**config.mk**
```make
export PLATFORM = sky130hd
export DESIGN_NAME = vga_win_gen_flat
export DESIGN_NICKNAME = d
export VERILOG_FILES = /design/src/rtl/vga_win_gen_if.sv /design/src/rtl/vga_win_gen.sv /design/src/flat_wrapper.sv
export SDC_FILE = /design/constraint.sdc
export NUM_CORES = 1
export LEC_CHECK = 0
export CAP_MARGIN = 10
export CORE_MARGIN = 2
export CORE_UTILIZATION = 28
export CTS_CLUSTER_SIZE = 10
export DETAILED_ROUTE_END_ITERATION = 12
export GPL_TIMING_DRIVEN = 0
export PLACE_DENSITY = 0.46
export SLEW_MARGIN = 10
export SYNTH_ARGS = -nofsm -noshare
export SYNTH_HDL_FRONTEND = slang
export SYNTH_SLANG_ARGS = --single-unit
export TNS_END_PERCENT = 20
```
**constraint.sdc**
```tcl
create_clock -name clk -period 12.89 [get_ports clk]
set_clock_uncertainty 0.15 [all_clocks]
set_input_delay 1.289 -clock clk [delete_from_list [all_inputs] [get_ports clk]]
set_output_delay 1.289 -clock clk [all_outputs]
set_load 0.02 [all_outputs]
```
**src/rtl/vga_win_gen_if.sv**
```systemverilog
// vga_win_gen_if: ROM address/data pair and composited video output of the window generator.
interface vga_win_gen_if #(
    parameter int PIX_W  = 8,
    parameter int ADDR_W = 16
);
    logic [ADDR_W-1:0] addra;
    logic [ADDR_W-1:0] addrb;
    logic [PIX_W-1:0]  qa;
    logic [PIX_W-1:0]  qb;
    logic [PIX_W-1:0]  rgb;
    logic              hs;
    logic              vs;
    logic              de;
    modport master (output addra, addrb, hs, vs, de, rgb, input qa, qb);
    modport slave  (input addra, addrb, hs, vs, de, rgb, output qa, qb);
endinterface

```
**src/rtl/vga_win_gen.sv**
```systemverilog
// vga_win_gen: programmable VGA timing with a positioned window (image A) and a scaled image B.
module vga_win_gen #(
    parameter int H_SYNC      = 176,
    parameter int H_BACK      = 176,
    parameter int H_ACTIVE    = 1280,
    parameter int H_FRONT     = 16,
    parameter int V_SYNC      = 3,
    parameter int V_BACK      = 28,
    parameter int V_ACTIVE    = 768,
    parameter int V_FRONT     = 1,
    parameter bit HS_POL      = 1'b0,
    parameter bit VS_POL      = 1'b0,
    parameter int PIX_W       = 8,
    parameter int ADDR_W      = 16,
    parameter int WIN_W       = 170,
    parameter int WIN_H       = 150,
    parameter int SCALE_SHIFT = 3,
    parameter int B_BASE      = 25500,
    parameter int B_ROWS      = 115,
    parameter int ROM_LAT     = 1
) (
    input  logic             clk,
    input  logic             rst,
    input  logic             mode_step,
    input  logic [10:0]      win_x,
    input  logic [10:0]      win_y,
    input  logic [PIX_W-1:0] bg,
    vga_win_gen_if.master    bus,
    output logic             frame_start,
    output logic [1:0]       mode
);
    localparam int H_TOTAL = H_SYNC + H_BACK + H_ACTIVE + H_FRONT;
    localparam int V_TOTAL = V_SYNC + V_BACK + V_ACTIVE + V_FRONT;
    localparam int HW = $clog2(H_TOTAL + 1);
    localparam int VW = $clog2(V_TOTAL + 1);
    localparam int CW = 13;
    localparam int X0 = H_SYNC + H_BACK;
    localparam int Y0 = V_SYNC + V_BACK;
    localparam logic [1:0] SEL_BG = 2'd0, SEL_A = 2'd1, SEL_B = 2'd2;

    logic [HW-1:0]            h_cnt;
    logic [VW-1:0]            v_cnt;
    logic [10:0]              wx, wy;
    logic [1:0]               pending;
    logic [ADDR_W-1:0]        row_base;
    logic [ROM_LAT:0]         hs_p, vs_p, de_p;
    logic [ROM_LAT:0][1:0]    sel_p;
    logic                     h_end, v_end, act, in_win, b_ok, row_end;
    logic [CW-1:0]            x, y, col, by;
    logic [1:0]               sel_n;

    assign h_end = h_cnt == HW'(H_TOTAL - 1);
    assign v_end = v_cnt == VW'(V_TOTAL - 1);

    // x/y wrap to large values before the active region, so one unsigned compare bounds each axis
    always_comb begin
        x = CW'(h_cnt) - CW'(X0);
        y = CW'(v_cnt) - CW'(Y0);
        act = x < CW'(H_ACTIVE) && y < CW'(V_ACTIVE);
        col = x - CW'(wx);
        in_win = act && x >= CW'(wx) && col < CW'(WIN_W) && y >= CW'(wy) && (y - CW'(wy)) < CW'(WIN_H);
        row_end = col == CW'(WIN_W - 1) || x == CW'(H_ACTIVE - 1);
        by = y >> SCALE_SHIFT;
        b_ok = act && by < CW'(B_ROWS);
        sel_n = (!mode[0] && in_win) ? SEL_A : ((mode[0] ^ mode[1]) && b_ok) ? SEL_B : SEL_BG;
    end

    always_ff @(posedge clk or posedge rst) begin
        if (rst) begin
            h_cnt       <= '0;
            v_cnt       <= '0;
            frame_start <= 1'b0;
            pending     <= '0;
            mode        <= '0;
            wx          <= '0;
            wy          <= '0;
            row_base    <= '0;
            bus.addra   <= '0;
            bus.addrb   <= ADDR_W'(B_BASE);
            hs_p        <= {(ROM_LAT + 1){~HS_POL}};
            vs_p        <= {(ROM_LAT + 1){~VS_POL}};
            de_p        <= '0;
            sel_p       <= '0;
            bus.hs      <= ~HS_POL;
            bus.vs      <= ~VS_POL;
            bus.de      <= 1'b0;
            bus.rgb     <= '0;
        end else begin
            h_cnt <= h_end ? '0 : h_cnt + 1'b1;
            if (h_end) v_cnt <= v_end ? '0 : v_cnt + 1'b1;
            frame_start <= h_cnt == '0 && v_cnt == '0;
            pending <= pending + 2'(mode_step);
            // frame_start never falls inside the window, so restarting addra here cannot collide
            if (frame_start) begin
                mode      <= pending;
                wx        <= win_x;
                wy        <= win_y;
                row_base  <= '0;
                bus.addra <= '0;
            end else if (in_win) begin
                bus.addra <= row_base + ADDR_W'(col);
                if (row_end) row_base <= row_base + ADDR_W'(WIN_W);
            end
            if (b_ok) bus.addrb <= ADDR_W'(B_BASE) + ADDR_W'(32'(by) * (H_ACTIVE >> SCALE_SHIFT)) + ADDR_W'(x >> SCALE_SHIFT);
            hs_p  <= {hs_p[ROM_LAT-1:0], (h_cnt < HW'(H_SYNC)) ? HS_POL : ~HS_POL};
            vs_p  <= {vs_p[ROM_LAT-1:0], (v_cnt < VW'(V_SYNC)) ? VS_POL : ~VS_POL};
            de_p  <= {de_p[ROM_LAT-1:0], act};
            sel_p <= {sel_p[ROM_LAT-1:0], sel_n};
            bus.hs <= hs_p[ROM_LAT];
            bus.vs <= vs_p[ROM_LAT];
            bus.de <= de_p[ROM_LAT];
            bus.rgb <= !de_p[ROM_LAT] ? '0 : sel_p[ROM_LAT] == SEL_A ? bus.qa : sel_p[ROM_LAT] == SEL_B ? bus.qb : bg;
        end
    end
endmodule

```
**src/flat_wrapper.sv**
```systemverilog
// flat-port wrapper written by rule: the top's interface ports become plain ports
module vga_win_gen_flat 
#(
    parameter int H_SYNC      = 176,
    parameter int H_BACK      = 176,
    parameter int H_ACTIVE    = 1280,
    parameter int H_FRONT     = 16,
    parameter int V_SYNC      = 3,
    parameter int V_BACK      = 28,
    parameter int V_ACTIVE    = 768,
    parameter int V_FRONT     = 1,
    parameter bit HS_POL      = 1'b0,
    parameter bit VS_POL      = 1'b0,
    parameter int PIX_W       = 8,
    parameter int ADDR_W      = 16,
    parameter int WIN_W       = 170,
    parameter int WIN_H       = 150,
    parameter int SCALE_SHIFT = 3,
    parameter int B_BASE      = 25500,
    parameter int B_ROWS      = 115,
    parameter int ROM_LAT     = 1
)
  (clk, rst, mode_step, win_x, win_y, bg, frame_start, mode, bus_addra, bus_addrb, bus_hs, bus_vs, bus_de, bus_rgb, bus_qa, bus_qb);
  vga_win_gen_if #(.PIX_W(PIX_W), .ADDR_W(ADDR_W)) bus_i ();
  input  logic clk;
  input  logic rst;
  input  logic mode_step;
  input  logic [10:0] win_x;
  input  logic [10:0] win_y;
  input  logic [PIX_W-1:0] bg;
  output logic frame_start;
  output logic [1:0] mode;
  output wire logic [$bits(bus_i.addra)-1:0] bus_addra;
  output wire logic [$bits(bus_i.addrb)-1:0] bus_addrb;
  output wire logic [$bits(bus_i.hs)-1:0] bus_hs;
  output wire logic [$bits(bus_i.vs)-1:0] bus_vs;
  output wire logic [$bits(bus_i.de)-1:0] bus_de;
  output wire logic [$bits(bus_i.rgb)-1:0] bus_rgb;
  input wire logic [$bits(bus_i.qa)-1:0] bus_qa;
  input wire logic [$bits(bus_i.qb)-1:0] bus_qb;
  assign bus_addra = bus_i.addra;
  assign bus_addrb = bus_i.addrb;
  assign bus_hs = bus_i.hs;
  assign bus_vs = bus_i.vs;
  assign bus_de = bus_i.de;
  assign bus_rgb = bus_i.rgb;
  assign bus_i.qa = bus_qa;
  assign bus_i.qb = bus_qb;
  vga_win_gen #(.H_SYNC(H_SYNC), .H_BACK(H_BACK), .H_ACTIVE(H_ACTIVE), .H_FRONT(H_FRONT), .V_SYNC(V_SYNC), .V_BACK(V_BACK), .V_ACTIVE(V_ACTIVE), .V_FRONT(V_FRONT), .HS_POL(HS_POL), .VS_POL(VS_POL), .PIX_W(PIX_W), .ADDR_W(ADDR_W), .WIN_W(WIN_W), .WIN_H(WIN_H), .SCALE_SHIFT(SCALE_SHIFT), .B_BASE(B_BASE), .B_ROWS(B_ROWS), .ROM_LAT(ROM_LAT)) u_core (.clk(clk), .rst(rst), .mode_step(mode_step), .win_x(win_x), .win_y(win_y), .bg(bg), .bus(bus_i), .frame_start(frame_start), .mode(mode));
endmodule
```
# Word level (Yosys, flattened, before mapping)
# Cells that the tools add are included.
# totals
reg_bits	117
inputBits	49
out_inout_bits	46
wordCells	77
# op_classes
addsub	11
mul	1
n_lt_le_gt_ge	9
eq_ne	6
n_mux	14
n_bitwise	1
reduce_logical	16
# op_table
op	n
$mux W16	5
$ge A13 B11 Y1	2
$lt A13 B8 Y1 const B	2
$sub A13 B11 Y13	2
$mux W8	3
$add A15 B16 Y16 const A	1
$add A16 B10 Y16	1
$add A16 B13 Y16	1
$add A16 B8 Y16 const B	1
$eq A13 B11 Y1 const B	1
$eq A13 B8 Y1 const B	1
$lt A13 B10 Y1 const B	1
$lt A13 B11 Y1 const B	1
$sub A11 B9 Y12 const B	1
$add A11 B1 Y11 const B	1
$eq A11 B11 Y1 const B	1
$logic_not A11 Y1	1
$lt A11 B8 Y1 const B	1
$mul A10 B3 Y11 const B	1
$mux W11	1
$sub A10 B5 Y11 const B	1
$add A10 B1 Y10 const B	1
$eq A10 B10 Y1 const B	1
$logic_not A10 Y1	1
other kinds (14)	25

# Longest topological paths before layout
# logic_depth
word_depth	9
depth_mapped	19
ltp_nobuf	18

# Least setup slack after synthesis
# OpenSTA, ideal clock, no wires.
# synth_timing
path_kind	reg-to-reg
from	register u_core.v_cnt[5]
to	register u_core.row_base[4]
setup_time_ps	78
t_arrival_ps	3820
required_ps	12662
path_slack_ps	8841
stages_incl_launch_ff	16
path_buffers	3
synth_period_minus_slack_ps	4049
cell_sequence	dfrtp_1 > buf_2 > or3_1 > nor3_1 > xor2_1 > ha_1 > clkbuf_1 > o21a_1 > o21ai_0 > o221ai_1 > or4_4 > a2111oi_4 > nand4_4 > buf_2 > or3_1 > a21oi_1
# synth_via
elab_chain_len	9
elab_cells_between_ends	12
cone_classes	add/sub (2); order compare (3); reduce/logical (7)
# synth_rtl
element	line	rtl
start: declaration	vga_win_gen.sv:42	logic [VW-1:0] v_cnt;
start signal: assignment	vga_win_gen.sv:90	if (h_end) v_cnt <= v_end ? '0 : v_cnt + 1'b1;
$sub A10 B5 Y11 (*)	vga_win_gen.sv:58	y = CW'(v_cnt) - CW'(Y0);
parallel branches: the longest is 5 deep, another holds $sub A13 B11 Y13	--	
$logic_and A1 B1 Y1 (*)	vga_win_gen.sv:61	in_win = act && x >= CW'(wx) && col < CW'(WIN_W) && y >= CW'(wy) && (y - CW'(wy)) < CW'(WIN_H);
$reduce_bool A2 Y1 (no source line) (*)	--	
$reduce_and A2 Y1 (no source line) (*)	--	
end signal: assignment	vga_win_gen.sv:102	if (row_end) row_base <= row_base + ADDR_W'(WIN_W);
end: declaration	vga_win_gen.sv:45	logic [ADDR_W-1:0] row_base;
# Mark *: on every way between the ends.
# A chain may end at the register's enable or synchronous reset.

# Final worst setup path
# layout_timing
from	register u_core.v_cnt[2]
to	register u_core.row_base[8]
# The elaborated chain is that of the path after synthesis.

==> summary.txt <==
Timing
  • Finish-stage setup viols: 0
  • Worst slew margin: 41.9%
  • Final worst slack: 8.00 ns
  • Max-slew violations: 0
  • Hold WS: 0.192 ns
  • Period utilization: 37.9%
  • Min cycle time layout: 4.89 ns
  • Max Clock Freq: 0.205 GHz
  • Sum of negative setup slack: 0 ns
  • Unrepaired setup endpoints after global routing: false
  • Final hold viol count: 0
  • Worst-margin pin slew: 0.871 ns

Floorplan
  • DIE AREA: 0.0303 mm2
  • DIE WIDTH: 174 um
  • Initial Util: 28.3%
  • Core area: 0.0286 mm2
  • Die H: 174 um
  • Row count: 62
  • # IOs: 95

Finish
  • # fillers: 2,922
  • Fraction of layout cells with a size suffix above 1: 8.85%
  • Nets: 1,132
  • Area delta synth->final: 25.2%
  • Antenna fix cells: 0

Synth
  • Syn_nets: 1,018
  • Synth Area per Inst: 9.10 um2
  • Ys async rst share: 100%
  • Mapped cell area: 0.00810 mm2
  • Top post-synthesis cells by area: dfrtp_1 32%, ha_1 11%, dfstp_2 4.5%, xnor2_1 4.4%, nand2_1 4.0%
  • Synth top cells by count: 102 x dfrtp_1, 87 x nand2_1, 74 x ha_1, 71 x inv_1, 64 x nor2_1
  • Top FF cell, synth: dfrtp_1
  • EDFF count, synth: 0
  • Unique masters post-synth: 73
  • Yosys warns: 0
  • Synth area leader: dfrtp_1
  • Count leader, synth: dfrtp_1
  • Flops & latches, synth: 116
  • Top-area cell type share of the netlist area: 31.5%
  • Sequential area share after synthesis: 36.1%
  • Post-synthesis instance total: 890

Clocking
  • Post-CTS sizing: 0
  • Hold_buf cts: 0
  • CTS root buffer: clkbuf_16
  • Clk Latency, worst-skew pair: 0.42 ns
  • Clock buffer depth: 2
  • # H-tree levels: 4
  • Clk sink count: 116
  • Clock slew at reported path FFs: 0.06 ns
  • Post-CTS setup buffers: 0
  • Num CTS Buffers: 17
  • CTS tree: yes

Setup path
  • Critical path endpoint category: flip-flop
  • Crit path required time: 13.08 ns
  • CP startpoint kind: flip-flop
  • Setup CP Type: reg2reg
  • CP arrival: 5.08 ns
  • Critical path fanouts, max: 10

GRT
  • First-pass GRT wire length: 34,800 um
  • Total track usage: 14.4%
  • Vias in the first global route: 6,535
  • Initial antenna violation count: 0
  • Gr ovfl total: 0
  • Largest net degree at the start of global routing: 61

Power and ir drop
  • Max VDD drop: 0.0907 mV
  • Leakage power total: 4.73 nW
  • Combinational group share of total power: 8.9%
  • Power, Total: 0.936 mW
  • Internal Power: 0.713 mW
  • Clock network power share: 51.1%
  • NetSw: 0.223 mW
  • Power per Cell Area: 92.3 mW/mm2
  • Switching portion of total power: 23.8%
  • Sequential power share: 40.1%

Routing
  • WL/cell: 14.7 um
  • DR vias: 6,471
  • Detail Route Antenna Nets: 0
  • Final WL: 20,600 um
  • # DRC: 0
  • Via/cell ratio: 4.62
  • TritonRoute pass-1 iters: 4
  • Initial detailed-routing violation count: 293

Status
  • Status: finished, final reports clean

Worst hold path
  • Hold Crit Class: reg2reg

Place
  • Port Buffer Count: 94
  • HPWL Detailed: 15,800 um
  • Worst slack, placed: 8.00 ns
  • Placer Congestion: 0.790

Run
  • Max_cap viols: 0
==> through the flow <==
step / instances / instance area [um2] / utilization [%]
2_1_floorplan: 890 / 8100 / -
3_3_place_gp: 1368 / 9520 / 33.3
3_5_place_dp: 1369 / 9550 / 33.4
4_1_cts: 1401 / 10100 / 35.4
5_1_grt: 1401 / 10100 / 35.4
6_report: 1401 / 10100 / 35.4
==> worst max-delay path, cell delays in order, from the launching register on <==
cell and delay [ns]:
dfrtp_1 0.31, buf_2 0.19, nand2_1 0.07, nor2_1 0.48, nor3_1 0.12, xor2_1 0.35
ha_1 0.30, clkbuf_1 0.18, a21o_1 0.23, o21a_1 0.16, o21ai_0 0.13, o221ai_1 0.14
or4_4 0.45, a2111oi_4 0.54, nand4_4 0.26, buf_2 0.25, or3_1 0.36, a21oi_1 0.15
==> power groups by stage <==
stage | combinational [mW] | clock, mW | sequential [mW]
final | 0.0829 | 0.478 | 0.375
after global routing | 0.0942 | 0.510 | 0.376
after CTS | 0.0846 | 0.494 | 0.375
after detailed placement | 0.0836 | 0 | 0.382
after global placement | 0.0820 | 0 | 0.381
after floorplan | 0.0512 | 0 | 0.381
==> registers in the layout, indices dropped and copies added, names as in the netlist, 4 cells and up <==
| register | cells |
|---|---|
| u_core.bus.addra | 16 |
| u_core.bus.addrb | 16 |
| u_core.bus.rgb | 8 |
| u_core.h_cnt | 11 |
| u_core.row_base | 15 |
| u_core.sel_p | 4 |
| u_core.v_cnt | 10 |
| u_core.wx | 11 |
| u_core.wy | 11 |
==> cell type report <==
class	count	area (um2)	area share (%)
Clock buffer	22	484	4.77
Clock inverter	10	105	1.04
Sequential cell	116	2920	28.8
Tap cell	384	480	4.74
Inverter	71	272	2.68
Buffer	39	171	1.69
Timing Repair Buffer	95	968	9.55
Multi-Input combinational cell	664	4740	46.7
==> layer usage <==
layer  part of all wire, %  global-route usage, %
met5                     0                      0
met4                   1.1                   3.89
met3                   3.1                   2.71
met2                    43                   22.0
met1                    53                   20.6
==> worst paths after layout <==
check                           slack, ns  cells past startpoint                          endpoint                   startpoint
worst max-delay path                 8.00                     17    u_core.row_base[8]$_DFFE_PP0P_  u_core.v_cnt[2]$_DFFE_PP0N_
worst min-delay path                 0.19                      0         u_core.sel_p[3]$_DFF_PP0_    u_core.sel_p[1]$_DFF_PP0_
worst max register to register       8.00                     17    u_core.row_base[8]$_DFFE_PP0P_  u_core.v_cnt[2]$_DFFE_PP0N_
worst min register to register       0.19                      0         u_core.sel_p[3]$_DFF_PP0_    u_core.sel_p[1]$_DFF_PP0_
max in group asynchronous           10.69                      3  u_core.bus.addrb[14]$_DFFE_PP1P_                          rst
min in group asynchronous            1.17                      2       u_core.bus.rgb[5]$_DFF_PP0_                          rst
==> logic make-up after synthesis <==
kind of cell	count (synthesis)	synth area share (%)
simple gates	268	16.4
compound gates	214	17.6
flops	116	36.1
buf+inv	110	5.41
fa+ha+maj	79	12.7
xor+xnor	63	6.81
mux	39	5.04
other cells	1	0.0463
==> layout by cell type, fill, tap and decap left out, types with 5 or more instances in the layout <==
cell type	synthesis	routed
dfrtp_1	102	102
clkdlybuf4s50_1	0	94
nand2_1	87	87
ha_1	74	74
inv_1	71	70
nor2_1	64	64
o21ai_0	61	61
xnor2_1	41	41
a21oi_1	40	40
mux2i_1	25	25
clkbuf_1	23	24
xor2_1	22	22
nand3_1	21	21
clkbuf_16	0	17
nor3_1	15	15
mux2_2	14	14
a21o_1	14	14
dfstp_2	14	14
nor2b_1	13	13
o21a_1	13	13
nand2b_1	10	10
or4_1	10	10
or3_1	9	9
o31ai_1	9	9
o21ai_1	9	9
o211a_1	9	9
buf_2	8	8
nand4_1	8	8
a31oi_1	8	8
and3_1	6	6
a211oi_1	6	6
a21boi_0	6	6
clkinv_2	0	6
buf_1	5	5
nor4_1	5	5
o211ai_1	5	5
fa_1	5	5
Note: power is estimated with default switching activity, not from simulation.
==> edit 1 (same settings) <==
Register the input `bg` before use, cleared by the reset. The logic sees it one clock later. The other inputs are not delayed to match.
--- a/src/rtl/vga_win_gen.sv
+++ b/src/rtl/vga_win_gen.sv
@@ -38,4 +38,14 @@
     localparam int Y0 = V_SYNC + V_BACK;
     localparam logic [1:0] SEL_BG = 2'd0, SEL_A = 2'd1, SEL_B = 2'd2;
+
+    logic [PIX_W-1:0] bg_q;
+
+    always_ff @(posedge clk or posedge rst) begin
+        if (rst) begin
+            bg_q <= '0;
+        end else begin
+            bg_q <= bg;
+        end
+    end
 
     logic [HW-1:0]            h_cnt;
@@ -110,5 +120,5 @@
             bus.vs <= vs_p[ROM_LAT];
             bus.de <= de_p[ROM_LAT];
-            bus.rgb <= !de_p[ROM_LAT] ? '0 : sel_p[ROM_LAT] == SEL_A ? bus.qa : sel_p[ROM_LAT] == SEL_B ? bus.qb : bg;
+            bus.rgb <= !de_p[ROM_LAT] ? '0 : sel_p[ROM_LAT] == SEL_A ? bus.qa : sel_p[ROM_LAT] == SEL_B ? bus.qb : bg_q;
         end
     end
Function: same outputs for any inputs over 10 cycles, from zero or initial values and one cycle with rst high; that may be too few to reach the edited logic, so the function may still have changed.
==> edit 1 against the unedited design <==
- clock power is 7.1% higher
- synthesized cell count is 1.6% higher
- sequential cell count is 8 higher
- first-iteration DRC count is 15% higher
- setup slack worse by 0.012 ns
- critical path depth is 4 lower
- power is 6.6% higher
- design area is 1.8% higher
- core utilization is 0.33 points higher
- synthesized area is 1.8% higher
- die area is 1.8% higher
- routed wire length is 5.7% higher
- fmax is 0.25% lower
==> edit 1: results (changes against the unedited design) <==
outcome: "finished, final reports clean"
synth_common_cells: "110 x dfrtp_1, 83 x nand2_1, 79 x o21ai_0"
first_global_vias: 6794  # +4.0%
cp_max_fo: 8  # -2
worst_pin_slew_ns: 0.910  # +0.0387 ns
ys_seq_area_share_pct: 37.8  # +1.8 points
synthTopCellsByArea: "dfrtp_1 33%, ha_1 11%, o21ai_0 4.8%"
track_usage_pct: 14.8  # +0.42 points
pg_clk_uw: 512  # +7.1%
die_w_um: 176  # +0.88%
worst_ep_arrival_time_ns: 5.07  # about the same
wirelength_um: 21800  # +5.7%
fillers: 3008  # +2.9%
p_switching_uw: 232  # +4.0%
muxShareOfSynthArea_pct: 4.67  # -0.36 points
synthAdderAreaFrac_pct: 12.4  # -0.23 points
globalRouteMet1Util_pct: 19.6  # -1.0 points
num_vias: 6652  # +2.8%
route.met2.wl_um: 10100  # +13%
grt_pass1_wl_um: 36000  # +3.5%
p_leak_uw: 0.00455  # -3.7%
comb_power_share_pct: 8.3  # -0.6 points
drt_iter0_drc: 337  # +15%
place_hpwl_um: 16400  # +3.6%
wl_met3_um: 958  # +52%
edit 1: cell count changes after synthesis, sizes merged, moves of 8 or more:
| cell | change |
|---|---|
| mux2i | -15 |
| nor2b | +8 |
| nor2 | -8 |
| dfrtp | +8 |
| o21ai | +12 |
| mux2 | +11 |
| nor3 | +10 |
| nand3 | +13 |
| a21oi | +14 |
edit 1: cell type report:
| type | instances | area (um2) | share of cell area [%] |
|---|---|---|---|
| clock inverters | 7 | 110 | 1.07 |
| plain buffers | 40 | 171 | 1.66 |
| well taps | 384 | 480 | 4.66 |
| multi-input cells | 675 | 4720 | 45.7 |
| inverters | 65 | 249 | 2.41 |
| clock buffers | 25 | 505 | 4.90 |
| flip-flops and latches | 124 | 3120 | 30.2 |
| repair buffers | 95 | 968 | 9.38 |
edit 1: stage by stage:
step	instance area [um2]	cells	worst slack, ns	total power (uW)
2_1_floorplan	8250	904	8.17	460
3_3_place_gp	9670	1382	5.89	492
3_5_place_dp	9710	1383	7.94	494
4_1_cts	10300	1415	7.91	1010
5_1_grt	10300	1415	7.53	1040
6_report	10300	1415	7.99	998
edit 1: path summary, 6_finish.rpt:
path                                             startpoint                               to  slack, ns
min in group asynchronous                               rst  u_core.bus.addrb[0]$_DFFE_PP0P_       1.15
max in group asynchronous                               rst         u_core.wy[0]$_DFFE_PP0P_      10.69
worst min register to register     u_core.de_p[0]$_DFF_PP0_         u_core.de_p[1]$_DFF_PP0_       0.19
worst min-delay path               u_core.de_p[0]$_DFF_PP0_         u_core.de_p[1]$_DFF_PP0_       0.19
worst max-delay path            u_core.v_cnt[0]$_DFFE_PP0N_  u_core.row_base[14]$_DFFE_PP0P_       7.99
worst max register to register  u_core.v_cnt[0]$_DFFE_PP0N_  u_core.row_base[14]$_DFFE_PP0P_       7.99
==> edit 2 (same flow settings) <==
Made on the original files. `VS_POL` is set to 1'b0 in 2 places; all go to 1'b1.
--- a/src/rtl/vga_win_gen.sv
+++ b/src/rtl/vga_win_gen.sv
@@ -10,5 +10,5 @@
     parameter int V_FRONT     = 1,
     parameter bit HS_POL      = 1'b0,
-    parameter bit VS_POL      = 1'b0,
+    parameter bit VS_POL      = 1'b1,
     parameter int PIX_W       = 8,
     parameter int ADDR_W      = 16,
--- a/src/flat_wrapper.sv
+++ b/src/flat_wrapper.sv
@@ -11,5 +11,5 @@
     parameter int V_FRONT     = 1,
     parameter bit HS_POL      = 1'b0,
-    parameter bit VS_POL      = 1'b0,
+    parameter bit VS_POL      = 1'b1,
     parameter int PIX_W       = 8,
     parameter int ADDR_W      = 16,
Formal check against the unedited RTL: not equivalent (a bounded check fails within 4 cycles, from zero or initial values and one cycle with rst high).
==> edit 2 against the unedited design <==
- design area down 0.76%
- routed wire length up 1.7%
- die area down 1.4%
- sequential power about the same
- sequential share of layout area up 0.18 points
- sequential cell count unchanged
- power up 4.8%
- count of clock-buffer cells in the layout down 1
- non-clock buffer count down 3
- fmax down 11%
- setup slack worse by 0.63 ns
- critical path depth unchanged
- clock power up 8.2%
- synthesized area down 1.5%
- highest routed layer unchanged
==> edit 2: results (changes against the unedited design) <==
outcome: "finished, final reports clean"
muxShareOfSynthArea_pct: 5.74  # +0.70 points
fillers: 2887  # -1.2%
finalPower_uw: 981  # +4.8%
seqPwrFrac_pct: 38.3  # -1.8 points
dpl-instance-area_um2: 9430  # -1.3%
reg2reg_depth: 17  # unchanged
grt_max_degree: 69  # +13%
whs_endpoint: "u_core.de_p[1]$_DFF_PP0_"
synthTopCellsByArea: "dfrtp_1 33%, ha_1 12%, xnor2_1 5.8%"
p_leak_uw: 0.00441  # -6.7%
slew_headroom_pct: 34.0  # -8.0 points
r2r_slack_ns: 7.37  # -0.63 ns
switching_share_pct: 23.8  # +0.026 points
place.gp.congestion: 0.825  # +4.5%
final_area_um2: 10100  # -0.76%
dpl.cell_count: 1342  # -2.0%
async_flop_share_pct: 100  # unchanged
via_per_inst: 4.70  # +1.8%
clk_path_buf_depth: 2  # unchanged
startpoint: "u_core.v_cnt[0]$_DFFE_PP0N_"
reg2reg_to: "u_core.row_base[14]$_DFFE_PP0P_"
r2r_start: "u_core.v_cnt[0]$_DFFE_PP0N_"
cp_max_fo: 9  # -1
place_hpwl_um: 15700  # -0.33%
hold_path.startpoint: "u_core.de_p[0]$_DFF_PP0_"
synth_xor_area_share_pct: 8.12  # +1.3 points
grt_pass1_wl_um: 34700  # -0.24%
synthAdderAreaFrac_pct: 12.9  # +0.19 points
syn_nets: 997  # -2.1%
drive_above_1_share_pct: 8.43  # -0.42 points
yosysUniqueCellTypes: 62  # -15%
syn_inst: 869  # -2.4%
ys_seq_area_share_pct: 36.5  # +0.49 points
synth_top_cell_by_area: "dfrtp_1"
wirelength_um: 21000  # +1.7%
first_global_vias: 6470  # -0.99%
synth_common_cells: "105 x dfrtp_1, 75 x nand2_1, 74 x ha_1"
track_usage_pct: 14.4  # +0.058 points
antennaDiodeCount: 0  # unchanged
post_drt_wl_per_cell_um: 15.3  # +3.7%
synth_compound_gate_area_share_pct: 14.7  # -2.9 points
hp-class: "reg -> reg"
nets: 1111  # -1.9%
detail_route.first_pass.iterations: 5  # +1
irDropWorstVdd_uv: 70.1  # -23%
synth_warnings: 0  # unchanged
drt_iter0_drc: 330  # +13%
pwr-share-clk_pct: 52.7  # +1.6 points
-- edit 2: cell types whose count changed in the layout (fill, tap and decap cells not counted), moves of 7 or more --
cell     change
nand2_1     -12
xnor2_1     +12
o21ai_1      -9
or4_1        -8
a21oi_1      -7
inv_1        -7
nor2_1       +7
o21ai_0      +7
-- edit 2: metal layers --
metal | up-vias | GRT usage, % | wire (um)
met2 | 128 | 22.5 | 9320
met3 | 17 | 2.81 | 727
met5 | - | 0 | 0
li1 | 3250 | - | -
met1 | 3063 | 20.2 | 10600
met4 | 0 | 4.31 | 277
-- edit 2: logic make-up (layout without fill, tap and decap cells) --
family / Yosys count / count (layout)
fa+ha+maj: 79 / 79
buf+inv: 100 / 227
other cells: 1 / 1
flops: 116 / 116
mux: 43 / 43
simple gates: 270 / 270
compound gates: 186 / 186
xor+xnor: 74 / 74
-- edit 2: final cells by class --
cell class | instances | area share [%]
tap | 378 | 4.70
clock inverter | 11 | 1.77
inverter | 64 | 2.44
multi-input combinational | 653 | 46.4
timing repair buffer | 95 | 9.62
buffer | 36 | 1.54
sequential | 116 | 29.0
clock buffer | 21 | 4.57
-- edit 2: worst max-delay path: stages, from the launching register on --
cell and delay (ns):
dfrtp_1 0.44, ha_1 0.30, and4_1 0.22, clkbuf_1 0.16, nor4_1 0.82, inv_1 0.18
ha_1 0.27, inv_1 0.06, a2111oi_0 0.11, a31oi_1 0.24, o211ai_1 0.29, or4_4 0.57
nor4_4 0.17, nand4_2 0.21, or3_1 0.37, buf_6 0.16, nor4_2 0.29, mux2_1 0.36
-- edit 2: stage by stage --
stage	hold slack (ns)	setup WS (ns)
5_1_grt	0.208	7.07
3_5_place_dp	0.185	7.30
4_1_cts	0.198	7.28
3_3_place_gp	0.185	6.15
2_1_floorplan	0.181	8.32
6_report	0.196	7.37
